File: config.mk
export PLATFORM = sky130hd
export DESIGN_NAME = apb_arbiter
export DESIGN_NICKNAME = d
export VERILOG_FILES = /design/src/rtl/apb_arbiter.sv
export SDC_FILE = /design/constraint.sdc
export NUM_CORES = 1
export LEC_CHECK = 0
export ABC_CLOCK_PERIOD_IN_PS = 2200
export CAP_MARGIN = 5
export CORE_MARGIN = 2
export CORE_UTILIZATION = 38
export DETAILED_ROUTE_END_ITERATION = 6
export PLACE_DENSITY = 0.82
export SLEW_MARGIN = 20
export SYNTH_ARGS = -nofsm -noshare
export SYNTH_HDL_FRONTEND = slang
export SYNTH_SLANG_ARGS = --single-unit
File: constraint.sdc
create_clock -name PCLK -period 2.2 [get_ports PCLK]
set_input_delay 0.55 -clock PCLK [delete_from_list [all_inputs] [get_ports PCLK]]
set_output_delay 0.55 -clock PCLK [all_outputs]
set_load 0.05 [all_outputs]
File: src/rtl/apb_arbiter.sv
// Round-robin arbiter sharing one APB master port among PORTS requesters.
// Fully registered outputs; an ACCESS phase can be ended early by a timeout that reports an error.
module apb_arbiter #(
  parameter int PORTS      = 4,
  parameter int PADDR_SIZE = 10,
  parameter int PDATA_SIZE = 8,
  parameter int TIMEOUT    = 16
) (
  input  logic                           PCLK,
  input  logic                           PRESET,
  input  logic [PORTS-1:0]               S_PSEL,
  input  logic [PORTS-1:0]               S_PENABLE,
  input  logic [PORTS*PADDR_SIZE-1:0]    S_PADDR,
  input  logic [PORTS-1:0]               S_PWRITE,
  input  logic [PORTS*PDATA_SIZE-1:0]    S_PWDATA,
  input  logic [PORTS*PDATA_SIZE/8-1:0]  S_PSTRB,
  input  logic [PORTS*3-1:0]             S_PPROT,
  output logic [PORTS-1:0]               S_PREADY,
  output logic [PDATA_SIZE-1:0]          S_PRDATA,
  output logic                           S_PSLVERR,
  output logic                           M_PSEL,
  output logic                           M_PENABLE,
  output logic                           M_PWRITE,
  output logic [PADDR_SIZE-1:0]          M_PADDR,
  output logic [PDATA_SIZE-1:0]          M_PWDATA,
  output logic [PDATA_SIZE/8-1:0]        M_PSTRB,
  output logic [2:0]                     M_PPROT,
  input  logic [PDATA_SIZE-1:0]          M_PRDATA,
  input  logic                           M_PREADY,
  input  logic                           M_PSLVERR,
  output logic [PORTS-1:0]               GRANT
);

  localparam int SW    = PDATA_SIZE / 8;
  localparam int GW    = $clog2(PORTS);
  localparam int IW    = GW + 1;
  localparam int CNT_W = (TIMEOUT > 0) ? $clog2(TIMEOUT + 1) : 1;
  localparam logic [CNT_W-1:0] CNT_LAST = (TIMEOUT > 0) ? CNT_W'(TIMEOUT - 1) : '0;

  typedef enum logic [1:0] {ST_IDLE, ST_SETUP, ST_ACCESS, ST_DONE} state_t;

  state_t                  state, state_d;
  logic [GW-1:0]           last_grant, last_grant_d, grant_idx;
  logic [IW-1:0]           cand;
  logic                    found;
  logic [CNT_W-1:0]        cnt, cnt_d;
  logic                    timed_out;
  logic [PORTS-1:0]        grant_d, s_pready_d;
  logic [PDATA_SIZE-1:0]   s_prdata_d, m_pwdata_d;
  logic                    s_pslverr_d, m_psel_d, m_penable_d, m_pwrite_d;
  logic [PADDR_SIZE-1:0]   m_paddr_d;
  logic [SW-1:0]           m_pstrb_d;
  logic [2:0]              m_pprot_d;
  logic                    unused_penable;

  // PENABLE from requesters carries no information the arbiter needs
  assign unused_penable = ^S_PENABLE;

  // Search last_grant+1 .. last_grant+PORTS, wrapping without a divider
  always_comb begin
    grant_idx = last_grant;
    found     = 1'b0;
    cand      = '0;
    for (int i = 1; i <= PORTS; i++) begin
      cand = {1'b0, last_grant} + IW'(i);
      if (cand >= IW'(PORTS)) cand = cand - IW'(PORTS);
      if (!found && S_PSEL[cand[GW-1:0]]) begin
        found     = 1'b1;
        grant_idx = cand[GW-1:0];
      end
    end
  end

  always_comb begin
    state_d      = state;
    last_grant_d = last_grant;
    cnt_d        = cnt;
    grant_d      = GRANT;
    s_pready_d   = S_PREADY;
    s_prdata_d   = S_PRDATA;
    s_pslverr_d  = S_PSLVERR;
    m_psel_d     = M_PSEL;
    m_penable_d  = M_PENABLE;
    m_pwrite_d   = M_PWRITE;
    m_paddr_d    = M_PADDR;
    m_pwdata_d   = M_PWDATA;
    m_pstrb_d    = M_PSTRB;
    m_pprot_d    = M_PPROT;
    timed_out    = 1'b0;
    case (state)
      ST_IDLE: begin
        if (|S_PSEL) begin
          state_d             = ST_SETUP;
          last_grant_d        = grant_idx;
          grant_d             = '0;
          grant_d[grant_idx]  = 1'b1;
          m_psel_d            = 1'b1;
          m_penable_d         = 1'b0;
          m_pwrite_d          = S_PWRITE[grant_idx];
          m_paddr_d           = S_PADDR[grant_idx*PADDR_SIZE +: PADDR_SIZE];
          m_pwdata_d          = S_PWDATA[grant_idx*PDATA_SIZE +: PDATA_SIZE];
          m_pstrb_d           = S_PSTRB[grant_idx*SW +: SW];
          m_pprot_d           = S_PPROT[grant_idx*3 +: 3];
        end
      end
      ST_SETUP: begin
        state_d     = ST_ACCESS;
        m_penable_d = 1'b1;
        cnt_d       = '0;
      end
      ST_ACCESS: begin
        timed_out = (TIMEOUT > 0) && !M_PREADY && (cnt == CNT_LAST);
        if (M_PREADY || timed_out) begin
          state_d     = ST_DONE;
          s_pready_d  = GRANT;
          s_prdata_d  = timed_out ? '0 : M_PRDATA;
          s_pslverr_d = timed_out | M_PSLVERR;
          m_psel_d    = 1'b0;
          m_penable_d = 1'b0;
        end else if (TIMEOUT > 0) begin
          // cannot pass CNT_LAST: reaching it ends the transfer
          cnt_d = cnt + CNT_W'(1);
        end
      end
      ST_DONE: begin
        state_d    = ST_IDLE;
        s_pready_d = '0;
        grant_d    = '0;
      end
      default: state_d = ST_IDLE;
    endcase
  end

  always_ff @(posedge PCLK) begin
    if (PRESET) begin
      state      <= ST_IDLE;
      last_grant <= GW'(PORTS - 1);
      cnt        <= '0;
      GRANT      <= '0;
      S_PREADY   <= '0;
      S_PRDATA   <= '0;
      S_PSLVERR  <= 1'b0;
      M_PSEL     <= 1'b0;
      M_PENABLE  <= 1'b0;
      M_PWRITE   <= 1'b0;
      M_PADDR    <= '0;
      M_PWDATA   <= '0;
      M_PSTRB    <= '0;
      M_PPROT    <= '0;
    end else begin
      state      <= state_d;
      last_grant <= last_grant_d;
      cnt        <= cnt_d;
      GRANT      <= grant_d;
      S_PREADY   <= s_pready_d;
      S_PRDATA   <= s_prdata_d;
      S_PSLVERR  <= s_pslverr_d;
      M_PSEL     <= m_psel_d;
      M_PENABLE  <= m_penable_d;
      M_PWRITE   <= m_pwrite_d;
      M_PADDR    <= m_paddr_d;
      M_PWDATA   <= m_pwdata_d;
      M_PSTRB    <= m_pstrb_d;
      M_PPROT    <= m_pprot_d;
    end
  end

endmodule
==> run summary <==
status: finished clean
Final Power: 5.27 mW
flop-to-flop setup slack: 0.31 ns
worst min path class: register to register
Yosys top cell by area: dfxtp_1
number of synthesized flops with an enable pin: 0
Endpoint, Worst Hold: M_PADDR[7]
PwrDens: 1220 nW/um^2
DRT iter0 DRCs: 82
fmax: 481 MHz
Setup TNS: 0 ns
Remaining DRCs: 0
largest net degree at the start of global routing: 30
Fillers: 519
Reg clk slew, reported paths: 0.09 ns
Hold WS: 0.474 ns
endpoints failing setup: 0
Slowest cell on crit path: clkdlybuf4s50_1
Die H: 85.9 um
num rows: 29
peak supply drop: 0.000705 V
I/O pins: 154
H-tree level count: 2
Hold Path Origin: M_PADDR[7]
minimum clock period: 2.08 ns
share of cells above drive strength 1: 6.29%
Layout Nets: 546
vias in the first global route: 2750
worst-margin pin slew: 0.535 ns
post-CTS setup buffer count: 0
dominant synthesized flop cell: dfxtp_1
WL/cell: 14.5 um
final worst slack: 0.122 ns
RePlAce Congestion: 0.780
depth of the most critical reg-to-reg path: 8
fraction of synthesized cell area taken by the top area cell type: 40.0%
CTS Buf Count: 5
Via Count: 2637
total gr overflow: 0
Worst EP arrival: 1.53 ns
post-synthesis average cell area: 9.35 sq um
Buf+Inv Stages, Crit Path: 1
RR Endpoint: cnt[3]
dpl cells: 498
CP max FO: 3
Worst Setup Start Kind: register
crit-path leading delay family: buffers and inverters
Buffers on Ports: 149
die width: 85.9 um
final core utilization: 67.2%
crit share post-route: 94.4%
slowest stage delay, CP: 0.84 ns
final std cells w/o fill: 506
Final Max Slew Viols: 0
Setup crit end kind: primary output
dpl ws: -0.165 ns
largest cells by area after synthesis: dfxtp_1, mux2i_1, o221ai_1
first-pass GRT wire length: 12.2 mm
reg2reg start: cnt[0]
slew margin rel.: 64.2%
post-detail-place hpwl: 5.76 mm
hold depth: 2
Critical Path RT: 1.65 ns
FF+latch area: 1020 sq um
Global Route Usage Sum: 20.3%
CTS tree: yes
Initial Util: 39.7%
Synth Net Count: 391
Synth Warn #: 0
Design Area, Final: 4320 sq um
RSZ-0062 raised after global routing: no
# diodes: 0
Placed Area: 4200 sq um
CTS Root Cell: clkbuf_8
Mapped Area: 2550 sq um
Mapped Cells: 273
cell breakdown of the critical path: clkdlybuf4s50_1
Async S/R FF share, synth: 0%
Final ANT Viol Nets: 0
critical path class: register to primary output
clock skew: 0.00467 ns
synth unique cells: 34
synthesized flop and latch total: 51
Initial DRT Pass Iterations: 4
most common library cells after synthesis: dfxtp_1, mux2i_1, nand2_1
maximum root-to-sink buffer count: 2
final wirelength: 7.35 mm
Area Overhead vs Synth: 69.2%
Final Hold Viols: 0
clock sink count: 51
Multi-input gate area: 1390 sq um
core box area: 6420 sq um
post-synthesis sequential area ratio: 40.0%
leak pwr: 1.78 nW
count leader, synth: dfxtp_1
MaxCap Viol Count: 0
initial antenna violation count: 0
post-CTS sizing: 0
drt via density: 5.21
Clock Latency Late Sink: 0.30 ns
cts hold-fix bufs: 0
die area: 7380 sq um
==> cell type report <==
class                      count  area share, %
timing repair buffer         166           38.7
multi-input combinational    197           32.1
sequential                    51           23.7
tap                           77           2.23
clock buffer                   6           1.91
clock inverter                 2          0.812
inverter                       7          0.609
==> per-layer routing <==
layer / up-vias / part of all wire (%) / wire length [um] / global-route usage (%)
met5: - / 0 / 0 / 0
met4: 0 / 1.5 / 108 / 6.49
met3: 10 / 10 / 762 / 7.89
met2: 117 / 50 / 3680 / 36.4
met1: 1205 / 38 / 2790 / 21.7
li1: 1305 / - / - / -
==> placed cells by master, fill, tap and decap left out, types with 2 or more instances in the layout <==
cell type	synthesis	final
nor2b_1	2	2
clkdlybuf4s50_1	0	149
buf_12	0	4
o221ai_1	23	23
xor2_1	2	2
a21oi_1	9	9
nor2_1	31	31
dfxtp_1	51	51
a22oi_1	12	12
mux2i_1	48	48
a32oi_1	2	2
nand2b_1	4	4
nor3_1	4	4
ha_1	6	6
nand3_1	2	2
a211o_1	2	2
o21ai_0	2	2
nand2_1	33	33
inv_1	7	7
a31oi_1	2	2
buf_4	2	13
clkbuf_8	0	6
==> report_power, final <==
| part | switching, mW | leakage, nW | total, mW | internal [mW] |
|---|---|---|---|---|
| Combinational | 1.88 | 1.30 | 3.17 | 1.29 |
| Sequential | 0.198 | 0.418 | 1.43 | 1.23 |
| Clock | 0.305 | 0.0612 | 0.674 | 0.368 |
| Total | 2.38 | 1.78 | 5.27 | 2.89 |
==> worst max-delay path by stage <==
stage                     startpoint          end  slack, ns  cells past startpoint
final                       GRANT[2]     GRANT[2]       0.12                      1
after global routing       S_PSEL[2]  M_PWDATA[1]       0.05                      6
after CTS                 M_PADDR[3]   M_PADDR[3]       0.12                      1
after detailed placement   S_PSEL[2]   M_PADDR[7]      -0.17                      6
after global placement     S_PSEL[2]   M_PADDR[7]      -0.13                      6
after floorplan               cnt[0]    M_PENABLE       0.32                      8
==> registers in the layout (all words and copies together) (netlist names), 2 cells and up <==
register / count
M_PPROT: 3
state: 2
cnt: 5
GRANT: 4
S_PRDATA: 8
last_grant: 2
S_PREADY: 4
M_PADDR: 10
M_PWDATA: 8
==> cells by family after synthesis <==
kind of cell	after synthesis	share of synthesized area, %
xor gates and xnor gates	2	0.687
DFF	51	40.0
muxes	48	18.8
and+or+nand+nor	84	14.2
adders and majority gates	6	2.94
AOI/OAI and AO/OA	57	17.5
buffers and inverters	25	5.79
(Power assumes the default switching activity.)
